## src/rtl/hazard_ctrl_if.sv

```systemverilog
// hazard_ctrl_if: decode-stage hazard inputs and forwarding/stall outputs of the hazard controller.
interface hazard_if #(
    parameter int REG_ADDR_W = 5,
    parameter int CNT_W = 32
);
    logic [REG_ADDR_W-1:0] rs1_s1, rs2_s1, rd_s1;
    logic use_rs1_s1, use_rs2_s1, reg_wr_s1, mem_rd_s1;
    logic branch_s1, branch_taken_s1, freeze;
    logic [1:0] forward_A, forward_B, forward_C, forward_D;
    logic stall_s1, bubble_s2, flush_s1;
    logic [CNT_W-1:0] hazard_stalls;

    modport master (
        output rs1_s1, rs2_s1, rd_s1, use_rs1_s1, use_rs2_s1, reg_wr_s1, mem_rd_s1,
        output branch_s1, branch_taken_s1, freeze,
        input forward_A, forward_B, forward_C, forward_D, stall_s1, bubble_s2, flush_s1, hazard_stalls
    );
    modport slave (
        input rs1_s1, rs2_s1, rd_s1, use_rs1_s1, use_rs2_s1, reg_wr_s1, mem_rd_s1,
        input branch_s1, branch_taken_s1, freeze,
        output forward_A, forward_B, forward_C, forward_D, stall_s1, bubble_s2, flush_s1, hazard_stalls
    );
endinterface

```

## src/rtl/hazard_ctrl.sv

```systemverilog
// hazard_ctrl: RV32I 5-stage hazard unit; EX/MEM/WB destination scoreboard driving
// forwarding selects, load-use and branch-in-decode stalls, fetch flush and a stall counter.
module hazard_ctrl #(
    parameter int REG_ADDR_W = 5,
    parameter int CNT_W = 32
) (
    input logic clk,
    input logic rst_n,
    hazard_if.slave hz
);
    typedef struct packed {
        logic wr;
        logic [REG_ADDR_W-1:0] rd;
        logic ld;
    } entry_t;

    entry_t e2, e3, e4;
    logic [1:0] fwd_a, fwd_b;
    logic [CNT_W-1:0] stalls;
    logic m2_1, m2_2, m3_1, m3_2, m4_1, m4_2, hazard;

    function automatic logic match(entry_t e, logic [REG_ADDR_W-1:0] r, logic en);
        return en & e.wr & (e.rd == r);
    endfunction

    assign m2_1 = match(e2, hz.rs1_s1, hz.use_rs1_s1);
    assign m2_2 = match(e2, hz.rs2_s1, hz.use_rs2_s1);
    assign m3_1 = match(e3, hz.rs1_s1, hz.use_rs1_s1);
    assign m3_2 = match(e3, hz.rs2_s1, hz.use_rs2_s1);
    assign m4_1 = match(e4, hz.rs1_s1, hz.use_rs1_s1);
    assign m4_2 = match(e4, hz.rs2_s1, hz.use_rs2_s1);

    // An EX producer blocks loads' consumers and any decode-resolved branch; a MEM load blocks only branches.
    assign hazard = ((m2_1 | m2_2) & (e2.ld | hz.branch_s1)) | (hz.branch_s1 & e3.ld & (m3_1 | m3_2));

    assign hz.stall_s1 = hazard & ~hz.freeze;
    assign hz.bubble_s2 = hazard & ~hz.freeze;
    assign hz.flush_s1 = hz.branch_s1 & hz.branch_taken_s1 & ~hazard & ~hz.freeze;
    assign hz.forward_C = (m3_1 & ~e3.ld) ? 2'b01 : m4_1 ? 2'b10 : 2'b00;
    assign hz.forward_D = (m3_2 & ~e3.ld) ? 2'b01 : m4_2 ? 2'b10 : 2'b00;
    assign hz.forward_A = fwd_a;
    assign hz.forward_B = fwd_b;
    assign hz.hazard_stalls = stalls;

    always_ff @(posedge clk) begin
        if (!rst_n) begin
            e2 <= '0;
            e3 <= '0;
            e4 <= '0;
            fwd_a <= 2'b00;
            fwd_b <= 2'b00;
            stalls <= '0;
        end else if (!hz.freeze) begin
            e4 <= e3;
            e3 <= e2;
            e2 <= hazard ? '0 : entry_t'{wr: hz.reg_wr_s1 & (hz.rd_s1 != '0), rd: hz.rd_s1, ld: hz.mem_rd_s1};
            fwd_a <= hazard ? 2'b00 : m2_1 ? 2'b01 : m3_1 ? 2'b10 : 2'b00;
            fwd_b <= hazard ? 2'b00 : m2_2 ? 2'b01 : m3_2 ? 2'b10 : 2'b00;
            if (hazard && !(&stalls)) stalls <= stalls + CNT_W'(1);
        end
    end
endmodule

```

## src/flat_wrapper.sv

```systemverilog
// flat-port wrapper written by rule: the top's interface ports become plain ports
module hazard_ctrl_flat 
#(
    parameter int REG_ADDR_W = 5,
    parameter int CNT_W = 32
)
  (clk, rst_n, hz_rs1_s1, hz_rs2_s1, hz_rd_s1, hz_use_rs1_s1, hz_use_rs2_s1, hz_reg_wr_s1, hz_mem_rd_s1, hz_branch_s1, hz_branch_taken_s1, hz_freeze, hz_forward_A, hz_forward_B, hz_forward_C, hz_forward_D, hz_stall_s1, hz_bubble_s2, hz_flush_s1, hz_hazard_stalls);
  hazard_if #(.REG_ADDR_W(REG_ADDR_W), .CNT_W(CNT_W)) hz_i ();
  input logic clk;
  input logic rst_n;
  input wire logic [$bits(hz_i.rs1_s1)-1:0] hz_rs1_s1;
  input wire logic [$bits(hz_i.rs2_s1)-1:0] hz_rs2_s1;
  input wire logic [$bits(hz_i.rd_s1)-1:0] hz_rd_s1;
  input wire logic [$bits(hz_i.use_rs1_s1)-1:0] hz_use_rs1_s1;
  input wire logic [$bits(hz_i.use_rs2_s1)-1:0] hz_use_rs2_s1;
  input wire logic [$bits(hz_i.reg_wr_s1)-1:0] hz_reg_wr_s1;
  input wire logic [$bits(hz_i.mem_rd_s1)-1:0] hz_mem_rd_s1;
  input wire logic [$bits(hz_i.branch_s1)-1:0] hz_branch_s1;
  input wire logic [$bits(hz_i.branch_taken_s1)-1:0] hz_branch_taken_s1;
  input wire logic [$bits(hz_i.freeze)-1:0] hz_freeze;
  output wire logic [$bits(hz_i.forward_A)-1:0] hz_forward_A;
  output wire logic [$bits(hz_i.forward_B)-1:0] hz_forward_B;
  output wire logic [$bits(hz_i.forward_C)-1:0] hz_forward_C;
  output wire logic [$bits(hz_i.forward_D)-1:0] hz_forward_D;
  output wire logic [$bits(hz_i.stall_s1)-1:0] hz_stall_s1;
  output wire logic [$bits(hz_i.bubble_s2)-1:0] hz_bubble_s2;
  output wire logic [$bits(hz_i.flush_s1)-1:0] hz_flush_s1;
  output wire logic [$bits(hz_i.hazard_stalls)-1:0] hz_hazard_stalls;
  assign hz_i.rs1_s1 = hz_rs1_s1;
  assign hz_i.rs2_s1 = hz_rs2_s1;
  assign hz_i.rd_s1 = hz_rd_s1;
  assign hz_i.use_rs1_s1 = hz_use_rs1_s1;
  assign hz_i.use_rs2_s1 = hz_use_rs2_s1;
  assign hz_i.reg_wr_s1 = hz_reg_wr_s1;
  assign hz_i.mem_rd_s1 = hz_mem_rd_s1;
  assign hz_i.branch_s1 = hz_branch_s1;
  assign hz_i.branch_taken_s1 = hz_branch_taken_s1;
  assign hz_i.freeze = hz_freeze;
  assign hz_forward_A = hz_i.forward_A;
  assign hz_forward_B = hz_i.forward_B;
  assign hz_forward_C = hz_i.forward_C;
  assign hz_forward_D = hz_i.forward_D;
  assign hz_stall_s1 = hz_i.stall_s1;
  assign hz_bubble_s2 = hz_i.bubble_s2;
  assign hz_flush_s1 = hz_i.flush_s1;
  assign hz_hazard_stalls = hz_i.hazard_stalls;
  hazard_ctrl #(.REG_ADDR_W(REG_ADDR_W), .CNT_W(CNT_W)) u_core (.clk(clk), .rst_n(rst_n), .hz(hz_i));
endmodule
```

## config.mk

```make
export PLATFORM = sky130hd
export DESIGN_NAME = hazard_ctrl_flat
export DESIGN_NICKNAME = d
export VERILOG_FILES = /design/src/rtl/hazard_ctrl_if.sv /design/src/rtl/hazard_ctrl.sv /design/src/flat_wrapper.sv
export SDC_FILE = /design/constraint.sdc
export NUM_CORES = 1
export LEC_CHECK = 0
export ABC_AREA = 0
export CORE_MARGIN = 1
export CORE_UTILIZATION = 35
export CTS_CLUSTER_DIAMETER = 50
export DETAILED_ROUTE_END_ITERATION = 12
export GPL_TIMING_DRIVEN = 0
export PLACE_DENSITY = 0.72
export REMOVE_ABC_BUFFERS = 1
export SYNTH_ARGS = -nofsm -noshare
export SYNTH_HDL_FRONTEND = slang
export SYNTH_SLANG_ARGS = --single-unit
```

## constraint.sdc

```tcl
create_clock -name clk -period 3.25 [get_ports clk]
set_input_delay 0.975 -clock clk [delete_from_list [all_inputs] [get_ports clk]]
set_output_delay 0.975 -clock clk [all_outputs]
set_load 0.01 [all_outputs]
```

Word-level counts from Yosys, hierarchy flattened

Cells that the tools add are included.
Widths: inputs -> output; s select.

$add $sub $neg: 1
Eq/ne operators: 6
Muxes and demuxes: 11
Bitwise operators: 29
Reduce and logical (&&, ||, !) cells: 5

Operator list:

| kind                  | count |
|---|---|
| $add 32x1->32 const B | 1 |
| $reduce_and 32->1     | 1 |
| $eq 5x5->1            | 6 |
| $and 1x1->1           | 22 |
| $mux 2                | 10 |
| $mux 7                | 1 |
| $reduce_bool 5->1     | 1 |
| $or 1x1->1            | 4 |
| $not 1->1             | 3 |
| $reduce_and 2->1      | 1 |
| $logic_and 1x1->1     | 1 |
| $logic_not 1->1       | 1 |

Flip-flop bits (word level): 56
Input port bits: 24
Output and inout port bits: 43
Logic and storage cells: 63

Longest topological paths before layout

Depth in word-level cells: 8
Gate-level depth with buffers: 8
Mapped depth without buffers: 7

Worst setup path after synthesis

Ideal clock, no wire load.

Path kind: in2out
Start: in hz_rs2_s1[3]
End: out hz_flush_s1
Data arrival time: 2.254 ns
Required time: 2.275 ns
Setup slack: 0.021 ns
Cell stages on the path: 7
Buffers on the path: 1
Path through: xor2_1 nor4_2 nand4_1 nand4_1 nor2_1 buf_2 and3_1

Word-level cells in the longest chain between the ends: 8
Elaborated cells on any way between the ends: 12
Those cells by class: eq/ne: 2; bitwise: 10

Ends and longest elaborated chain:

| element                       | RTL line           | text |
|---|---|---|
| start, declared               | flat_wrapper.sv:12 | `input wire logic [$bits(hz_i.rs2_s1)-1:0] hz_rs2_s1;` |
| $eq 5x5->1                    | hazard_ctrl.sv:23  | `return en & e.wr & (e.rd == r);` |
| $and 1x1->1                   | hazard_ctrl.sv:23  |  |
| $or 1x1->1                    | hazard_ctrl.sv:34  | `assign hazard = ((m2_1 \| m2_2) & (e2.ld \| hz.branch_s1)) \| (hz.branch_s1 & e3.ld & (m3_1 \| m3_2));` |
| $and 1x1->1                   | hazard_ctrl.sv:34  |  |
| $or 1x1->1 (*)                | hazard_ctrl.sv:34  |  |
| $not 1->1 (*)                 | hazard_ctrl.sv:38  | `assign hz.flush_s1 = hz.branch_s1 & hz.branch_taken_s1 & ~hazard & ~hz.freeze;` |
| $and 1x1->1 (*) (2 in series) | hazard_ctrl.sv:38  |  |
| end, declared                 | flat_wrapper.sv:27 | `output wire logic [$bits(hz_i.flush_s1)-1:0] hz_flush_s1;` |

Mark *: on every way between the ends. The rest lies on a longest branch, timed or not.

Worst setup path in the final report

Start: in hz_rs2_s1[3]
End: out hz_stall_s1

Word-level cells in the longest chain between the ends: 6
Elaborated cells on any way between the ends: 10
Those cells by class: eq/ne: 2; bitwise: 8

Ends and longest elaborated chain:

| element         | RTL line           | text |
|---|---|---|
| $eq 5x5->1      | hazard_ctrl.sv:23  |  |
| $and 1x1->1     | hazard_ctrl.sv:23  |  |
| $or 1x1->1      | hazard_ctrl.sv:34  |  |
| $and 1x1->1     | hazard_ctrl.sv:34  |  |
| $or 1x1->1 (*)  | hazard_ctrl.sv:34  |  |
| $and 1x1->1 (*) | hazard_ctrl.sv:36  | `assign hz.stall_s1 = hazard & ~hz.freeze;` |
| end, declared   | flat_wrapper.sv:25 | `output wire logic [$bits(hz_i.stall_s1)-1:0] hz_stall_s1;` |

Marks and branches as above.

==> results.txt <==
The origin of the worst min-delay path is u_core.hz.forward_B[1]. The maximum vdd ir drop came out at 0.1654 mV. The number of clock sinks seen by CTS came out at between 50 and 60. The count of unresolved DRC violations after routing is 0.

Setup slack on the worst reg-to-reg path comes out at roughly 430 ps. Setup repair after global routing could not meet its margin everywhere. The number of port buffers came out at between 60 and 70. Counting flops with an async set or reset pin after synthesis yields a share of 0. In this run the tightest slew margin relative to its limit is 0.4502. The pin count of the biggest net entering global routing came out at 37. The initialized floorplan defines 33 standard-cell rows. Synthesis produced between 300 and 400 cells. For this design the total switching power over the nets is 327.0 µW. The period utilization is 1.025. The run finished, with violations left. The most critical setup path has its startpoint at hz_rs2_s1[3]. In the post-synthesis netlist, the biggest area contributors are sky130_fd_sc_hd__dfxtp_1 (37%), sky130_fd_sc_hd__xnor2_1 (7.8%), sky130_fd_sc_hd__mux2i_1 (5.3%).

The final global-route overflow total came out at 0. For this run, the leading register cell type out of synthesis is sky130_fd_sc_hd__dfxtp_1. The power per standard cell area came out at approximately 300 mW/mm².

The summed instance area of the synthesized netlist is 0.003017 mm². The switching power share of the total came out at 0.2618. The final layout contains routed wiring with a total length of 7619 µm. The static leakage power is about 0.0014 µW. The part of the power in the clock network is 0.320. Detailed routing inserted a total of 2,646 vias. The area of the core came out at slightly above 0.008 mm².

In the post-route analysis, the smallest setup slack over all paths is -79.69 ps. By startpoint and endpoint, the worst setup path is classified as in -> out. The highest net fanout along the worst path came out at 3. The total negative slack came out at -222.2 ps. For this run, the total global-route usage over all layers was measured as 0.1734. Relative to the synthesized area, the layout overhead comes to 36.29%. Ranked by instance count, the synthesized netlist is headed by sky130_fd_sc_hd__dfxtp_1 (56), sky130_fd_sc_hd__xnor2_1 (27), sky130_fd_sc_hd__nor2b_1 (24). The die span in y came out at between 90 and 100 µm. The via count of the first global-routing pass came to 2,633. The initial utilization of the core area, before any placement, comes to 0.3635. The first-pass GRT wire length came out at roughly 12,000 µm. The final number of hold-violating endpoints was 0. The CTS clock-pin slew for the worst setup and hold paths came out at 100 ps.

The checks that failed: negative setup slack. The count of endpoints failing setup in the final report is 3. The number of cells on the worst hold path came out at 2. The total number of yosys warnings came out at 0. The final routed wire length divided by cell count is between 10 and 15 µm. Counting the fill cells in the layout gives roughly 770. Across the run, the number of max-cap violations was 0. The ratio of cells with drive above 1 in the final layout is 0.1724. The worst endpoint required time came out at 2270 ps.

The final worst clock skew is about 13 ps. The data arrival at the endpoint of the critical path is 2350 ps. The initial antenna violation count is 0. The total area of sequential cells came out at 0.001121 mm². The critical path capture point type is a primary output. The number of flops mapped to enable cells by yosys is 0.

The first routing iteration left 68 violations. In this run the clock root is driven by a sky130_fd_sc_hd__clkbuf_8. The CTS H-tree depth is 2. The worst register-to-register path ends at u_core.hz.hazard_stalls[25]. The total inserted antenna cells is 0. The number of nets in the layout came out at 430.

The timing-limited maximum frequency is between 0.3 and 0.4 GHz. The cts-stage hold buffer count is 0. The clock latency on the worst-skew pair is approximately 320 ps. The power share of the combinational group is 0.112. The area used by multi-input combinational logic is roughly 0.0020 mm². In this run the critical register-to-register path is launched from u_core.e3[4]. The min-delay analysis places its worst path in the category reg -> reg. The congestion estimate from routability-driven global placement came to 0.8342. The capture endpoint of the worst hold path is u_core.hz.forward_B[1]. The die outline width came out at roughly 95 µm.

Once detailed placement completed, the half-perimeter wirelength came to 5196 µm. The CTS tree is built. Before CTS, the worst setup slack after placement is -1950 ps. The average via count per standard cell came out at approximately 5.2. The transition time of the tightest slew-check pin is 824.8 ps. TritonCTS created 5 clock buffers.

The fraction of post-synthesis cell area in the top cell type by area came out at 0.3716. In the post-synthesis netlist, the cell with the most instances is sky130_fd_sc_hd__dfxtp_1. The depth of the most critical reg-to-reg path came out at 13. The worst setup path is launched from an input port. Of the total power, registers draw 0.568. The number of max-slew violations in the final report came out at 0.

The synthesized design contains 56 register bits. Subtracting the final worst setup slack from the clock period gives between 3000 and 4000 ps. In this run the mean area of a mapped cell was roughly 9.2 µm². The maximum clock path buffer count is 2.

The portion of the post-synthesis area used by sequential elements came out at 0.3716. The number of nets with antenna violations after detailed routing came out at 0. The final standard cell count with taps included and fillers excluded came out at 511. The detailed-router iteration count before antenna repair came out at 4. The floorplan step defined a die boundary enclosing 0.008995 mm². The netlist uses 45 different library cells.

The cell-internal power came out at approximately 920 µW. For this design the top-level I/O count stands at 67. The cell total after placement is roughly 490. Summed over all instances, the cell type with the most area after synthesis is sky130_fd_sc_hd__dfxtp_1.
[metal layers]
metal | share of wire | global-route usage
met5 | 0 | 0
met4 | 0.018 | 0.06061
met3 | 0.042 | 0.02576
met2 | 0.48 | 0.3094
met1 | 0.46 | 0.2102
[layout by cell type (no fill, tap or decap), drive strengths merged, types with 2 or more instances in the layout]
cell           instances
o211ai                 9
a22oi                  7
clkinv                 2
a21oi                  3
nor2b                 24
nand2b                10
clkdlybuf4s15          2
nor4                  10
xnor2                 27
inv                    7
o21ai                  2
o311ai                 3
dfxtp                 56
a21boi                 5
nor2                   7
o31ai                  8
dlygate4sd2            7
mux2i                 16
and4                   2
nand3                 21
nor3                   9
and3                   7
o41ai                  3
nand2                 21
clkdlybuf4s50         44
xor2                  18
clkbuf                 6
or4                    3
buf                   29
nand4                 16
and2                  14
[cells by family after synthesis]
| kind of cell | after synthesis | share of synthesized area |
|---|---|---|
| adder cells (fa/ha/maj) | 1 | 0.004147 |
| AND/OR/NAND/NOR | 147 | 0.2974 |
| AO/OA/AOI/OAI | 43 | 0.1141 |
| multiplexers | 16 | 0.05309 |
| buffers and inverters | 20 | 0.02903 |
| XOR/XNOR | 45 | 0.1307 |
| flip-flops | 56 | 0.3716 |
[metrics by stage]
stage	hold WS [ps]	total power, µW	cell area, µm²	utilization
2_1_floorplan	458.1	776.9	2952	-
6_report	479.4	1249	4111	0.4954
3_3_place_gp	449.4	843.5	3744	0.4511
3_5_place_dp	474.9	847.5	3766	0.4538
5_1_grt	513.5	1298	4111	0.4954
4_1_cts	489.7	1251	4048	0.4877
[worst max path at each step]
stage | slack (ps) | end
2_1_floorplan | -340 | hz_flush_s1
3_3_place_gp | -1920 | hz_flush_s1
5_1_grt | -150 | hz_flush_s1
3_5_place_dp | -1950 | hz_flush_s1
6_report | -80 | hz_stall_s1
4_1_cts | -90 | hz_stall_s1
[state kept, by name, indices dropped and copies added, names as in the netlist]
register / cells
u_core.hz.forward_A: 2
u_core.e4: 6
u_core.e2: 7
u_core.e3: 7
u_core.hz.hazard_stalls: 32
u_core.hz.forward_B: 2
[worst max-delay path, stage by stage]
cell                      delay (ps)
sky130_fd_sc_hd__buf_12          110
sky130_fd_sc_hd__xor2_4          150
sky130_fd_sc_hd__nor4_4          340
sky130_fd_sc_hd__nand4_1         180
sky130_fd_sc_hd__buf_4           180
sky130_fd_sc_hd__a41oi_4         250
sky130_fd_sc_hd__buf_2           180
[power groups by stage]
| stage | sequential, µW | combinational [µW] | clock (µW) |
|---|---|---|---|
| floorplan | 719 | 58.1 | 0 |
| global placement | 722 | 122 | 0 |
| detailed placement | 722 | 126 | 0 |
| CTS | 707 | 131 | 412 |
| global route | 710 | 151 | 436 |
| finish | 709 | 140 | 400 |
[area by class of cell]
type	instances	area share
clock buffer	5	0.01674
clock inverter	3	0.005478
inverter	6	0.005478
multi-input combinational	253	0.4769
sequential	56	0.2727
tap	105	0.03195
timing repair buffer	83	0.1908
[timing repair]
| item | CTS | global route |
|---|---|---|
| gates resized for setup | 80 | 19 |
| setup endpoints to repair | 36 | 18 |
| pin swaps | 13 | 8 |
| setup buffers | 19 | 2 |
| gates cloned | 1 | 0 |
No activity file was read; power rests on OpenSTA's default activity.
==> RTL edit 1 (config.mk and constraints unchanged) <==
`REG_ADDR_W` is set to 5 in 3 places; all go to 6.
--- a/src/rtl/hazard_ctrl_if.sv
+++ b/src/rtl/hazard_ctrl_if.sv
@@ -1,6 +1,6 @@
 // hazard_ctrl_if: decode-stage hazard inputs and forwarding/stall outputs of the hazard controller.
 interface hazard_if #(
-    parameter int REG_ADDR_W = 5,
+    parameter int REG_ADDR_W = 6,
     parameter int CNT_W = 32
 );
     logic [REG_ADDR_W-1:0] rs1_s1, rs2_s1, rd_s1;
--- a/src/rtl/hazard_ctrl.sv
+++ b/src/rtl/hazard_ctrl.sv
@@ -1,7 +1,7 @@
 // hazard_ctrl: RV32I 5-stage hazard unit; EX/MEM/WB destination scoreboard driving
 // forwarding selects, load-use and branch-in-decode stalls, fetch flush and a stall counter.
 module hazard_ctrl #(
-    parameter int REG_ADDR_W = 5,
+    parameter int REG_ADDR_W = 6,
     parameter int CNT_W = 32
 ) (
     input logic clk,
--- a/src/flat_wrapper.sv
+++ b/src/flat_wrapper.sv
@@ -1,7 +1,7 @@
 // flat-port wrapper written by rule: the top's interface ports become plain ports
 module hazard_ctrl_flat 
 #(
-    parameter int REG_ADDR_W = 5,
+    parameter int REG_ADDR_W = 6,
     parameter int CNT_W = 32
 )
   (clk, rst_n, hz_rs1_s1, hz_rs2_s1, hz_rd_s1, hz_use_rs1_s1, hz_use_rs2_s1, hz_reg_wr_s1, hz_mem_rd_s1, hz_branch_s1, hz_branch_taken_s1, hz_freeze, hz_forward_A, hz_forward_B, hz_forward_C, hz_forward_D, hz_stall_s1, hz_bubble_s2, hz_flush_s1, hz_hazard_stalls);
Interface: changed (resized hz_rd_s1, hz_rs1_s1 and hz_rs2_s1); port bits go from 67 to 70. No check against the original RTL was run, so the function may have changed too.
==> RTL edit 1 against the original RTL <==
  * The run still ends with negative setup slack left
  * Clock power rose by 71%
  * Power rose by 26%
  * Worst setup slack got worse by 0.25 ns
  * Design area rose by 3.9%
  * Final cell count rose by 6.7%
  * Wire length rose by 6.7%
  * Fmax fell by 6.9%
  * First-iteration DRC count rose by 37%
  * Hold slack improved by 0.0014 ns
  * Sequential cell count rose by 3
  * Via count rose by 11%
  * Count of clock-buffer cells in the layout rose by 7
  * Synthesized area rose by 2.6%
  * Critical path type unchanged
  * Critical endpoint is now hz_bubble_s2
==> RTL edit 1: results (changes against the original RTL) <==
Post-CTS Setup Bufs=11 (-8); vias in the first global route=2704 (+2.7%); Multi-input comb cells=266 (+5.1%); setup violators final=5 (+2); Seq/Total Area, Yosys=38.2% (+1.0 points); fraction of area in multi-input gates=45.2% (-2.5 points); status=complete, but fails checks; met2 wire len=3860 um (+4.9%); reg2reg path depth=9 (-4); clock power share=43.6% (+12 points); wl on met1=3610 um (+3.7%); slew margin rel.=50.4% (+5.3 points); Setup TNS=-1.19 ns (-0.963 ns); GPL Wtd Cong=0.902 (+8.2%); clock buf count=12 (+7); cts repair resizes=110 (+38%); dpl ws=-1.49 ns (+0.464 ns); #FFs+latches synth=59 (+5.4%); violated checks=negative setup slack; Post-synth top cells=59 x dfxtp_1, 31 x nor2_1, 24 x nand2_1; DP Wirelength=5410 um (+4.1%); Non-clk bufs=84 (+1.2%); Pwr Total=1.57 mW (+26%); clk_skew=0.0157 ns (+0.00287 ns); internal power=1.19 mW (+29%); Placed Cells=512 (+5.3%); met1 global-route usage=23.4% (+2.4 points); CP max FO=4 (+1); Worst Slack Setup Final=-0.325 ns (-0.245 ns); drt first pass iters=5 (+1); ranking of synthesized cells by area=dfxtp_1 38%, xor2_1 6.5%, mux2i_1 6.1%, xnor2_1 4.5%, nor2_1 3.8%; buffering overhead=17.9% (-1.2 points); routed length on met3=502 um (+56%); CTS Buf Count=9 (+4); sequential cell area share=27.7% (+0.38 points)
## RTL edit 1: logic make-up (layout without fill, tap and decap cells)
logic type	count (synthesis)	count (layout)	synth area share (%)
compound gates	71	73	15.9
xor+xnor	39	39	11.0
fa+ha+maj	1	1	0.404
buf+inv	30	115	3.88
flops	59	59	38.2
mux	19	19	6.15
simple gates	134	134	24.4
## RTL edit 1: critical path: stages
cell	delay, ns
buf_8	0.10
buf_6	0.11
xor2_2	0.14
nor4_2	0.26
nand4_1	0.23
a2111oi_4	0.52
nor2_4	0.08
inv_2	0.08
buf_6	0.10
## RTL edit 1: worst paths after layout
kind	from	endpoint	slack, ns
worst min register to register	u_core.hz.hazard_stalls[18]	u_core.hz.hazard_stalls[18]	0.48
worst min-delay path	u_core.hz.hazard_stalls[18]	u_core.hz.hazard_stalls[18]	0.48
worst max-delay path	hz_rs2_s1[1]	hz_bubble_s2	-0.32
worst max register to register	u_core.e2[2]	u_core.hz.hazard_stalls[19]	0.48
==> RTL edit 2 (config.mk and constraints unchanged) <==
Without the edit above. Make the reset (`rst_n`) asynchronous in one clocked block.
--- a/src/rtl/hazard_ctrl.sv
+++ b/src/rtl/hazard_ctrl.sv
@@ -42,7 +42,7 @@
     assign hz.forward_B = fwd_b;
     assign hz.hazard_stalls = stalls;
 
-    always_ff @(posedge clk) begin
+    always_ff @(posedge clk or negedge rst_n) begin
         if (!rst_n) begin
             e2 <= '0;
             e3 <= '0;
Behaviour: differs if rst_n is asserted again (counterexample within 4 cycles, from zero or initial values and one cycle with rst_n low); with rst_n held inactive, the same outputs for 4 cycles.
==> RTL edit 2 against the original RTL <==
  * Worst setup slack worse by 0.12 ns
  * Global-route usage increased by 0.61 points
  * Sequential cell count did not move
  * Non-clock buffer count up 16
  * Count of clock-buffer cells in the layout unchanged
  * Wire length up 0.42%
  * Synthesized area decreased by 1.3%
  * Design area increased by 4.5%
  * Synthesized cell count down 18%
  * Final cell count decreased by 7.0%
  * The run still ends with negative setup slack left
  * Sequential share of layout area grew 5.4 points
  * Power up 21%
  * Via count shrank 7.0%
==> RTL edit 2: results (changes against the original RTL) <==
drt total wl=7650 um (+0.42%); Post-synth ARST share=100% (+100 points); post-synthesis adder-cell area fraction=0.420% (+0.0054 points); first-pass GRT wire length=12200 um (-1.0%); Fill cells=694 (-10%); Post-synth top cells=56 x dfrtp_1, 33 x xnor2_1, 28 x xor2_1; GR Util All Layers=17.9% (+0.61 points); WHS=0.492 ns (+0.0127 ns); layout cells sized above 1=30.0% (+13 points); worst setup path end=hz_bubble_s2; Multi-input gate area=1710 sq um (-13%); Initial DRC Count=117 (+72%); post-synthesis mux area share=5.04% (-0.27 points); vias per inst=5.18 (about the same); Seq/Total Area, Yosys=47.1% (+9.9 points); CP Data Arrival Time=2.48 ns (+0.13 ns); Compound-Gate Fraction of Synth Area=8.03% (-3.4 points); Least-Margin Pin Slew=0.740 ns (-0.0845 ns); FF-to-FF End=u_core.hz.hazard_stalls[13]; Worst Slack Setup Final=-0.203 ns (-0.123 ns); GPL Wtd Cong=0.822 (-1.5%); Layout Cells excl Fill=475 (-7.0%); r2r setup slk=0.20 ns (-0.23 ns); setup violators final=8 (+5); Synth Instances=270 (-18%); # nets final=394 (-8.4%); distinct cell type count after synthesis=43 (-4.4%); reg2reg path depth=15 (+2); Setup crit start=hz_rs1_s1[0]; Setup TNS=-0.720 ns (-0.498 ns); Multi-input comb cells=199 (-21%); DP Wirelength=4990 um (-4.0%); status=complete, but fails checks; Worst Hold End=u_core.hz.forward_B[0]; dpl ws=-1.36 ns (+0.588 ns); Worst VDD drop=0.259 mV (+56%); violated checks=negative setup slack; ranking of synthesized cells by area=dfrtp_1 47%, xnor2_1 9.7%, xor2_1 8.2%, mux2_2 4.5%, nand4_1 4.2%; Non-clk bufs=99 (+19%)
## RTL edit 2: changes by cell type after synthesis, moves of 6 or more
| cell | delta |
|---|---|
| xor2_1 | +10 |
| o31ai_1 | -8 |
| mux2i_1 | -16 |
| o211ai_1 | -8 |
| and2_1 | -12 |
| nand2b_1 | -9 |
| nor2b_1 | -23 |
| xnor2_1 | +6 |
| a22oi_1 | -6 |
| dfrtp_1 | +56 |
| mux2_2 | +12 |
| dfxtp_1 | -56 |
## RTL edit 2: routing by layer
layer | GRT usage, % | up-vias | wire [um]
met4 | 6.41 | 0 | 162
met2 | 30.8 | 84 | 3850
met5 | 0 | - | 0
met3 | 4.05 | 16 | 308
li1 | - | 1170 | -
met1 | 21.9 | 1191 | 3340
## RTL edit 2: kinds of logic after synthesis
kind of cell               after synthesis
and+or+nand+nor                        100
adders and majority gates                1
DFF                                     56
xor gates and xnor gates                61
buffers and inverters                   15
muxes                                   13
AOI/OAI and AO/OA                       24
## RTL edit 2: power by group
part           internal (mW)  switching (mW)
registers              0.737          0.0607
clock network          0.229           0.236
logic                  0.133           0.114
total                   1.10           0.410
## RTL edit 2: repair_timing
item,in CTS,in global routing
endpoints found under the setup margin,20,20
buffers inserted,29,3
gates resized for setup,99,28
hold buffers,0,0
pin swaps,30,23
## RTL edit 2: critical path, stage by stage
cell     delay [ns]
buf_8          0.11
xor2_2         0.17
nor4_2         0.30
nand4_1        0.20
buf_4          0.19
a22oi_2        0.17
a21o_1         0.15
buf_6          0.12
buf_6          0.09
## RTL edit 2: through the flow
stage / area (sq um) / power, mW
2_1_floorplan: 2940 / 0.908
3_3_place_gp: 3740 / 1.00
3_5_place_dp: 3750 / 1.01
4_1_cts: 4160 / 1.49
5_1_grt: 4300 / 1.58
6_report: 4300 / 1.51
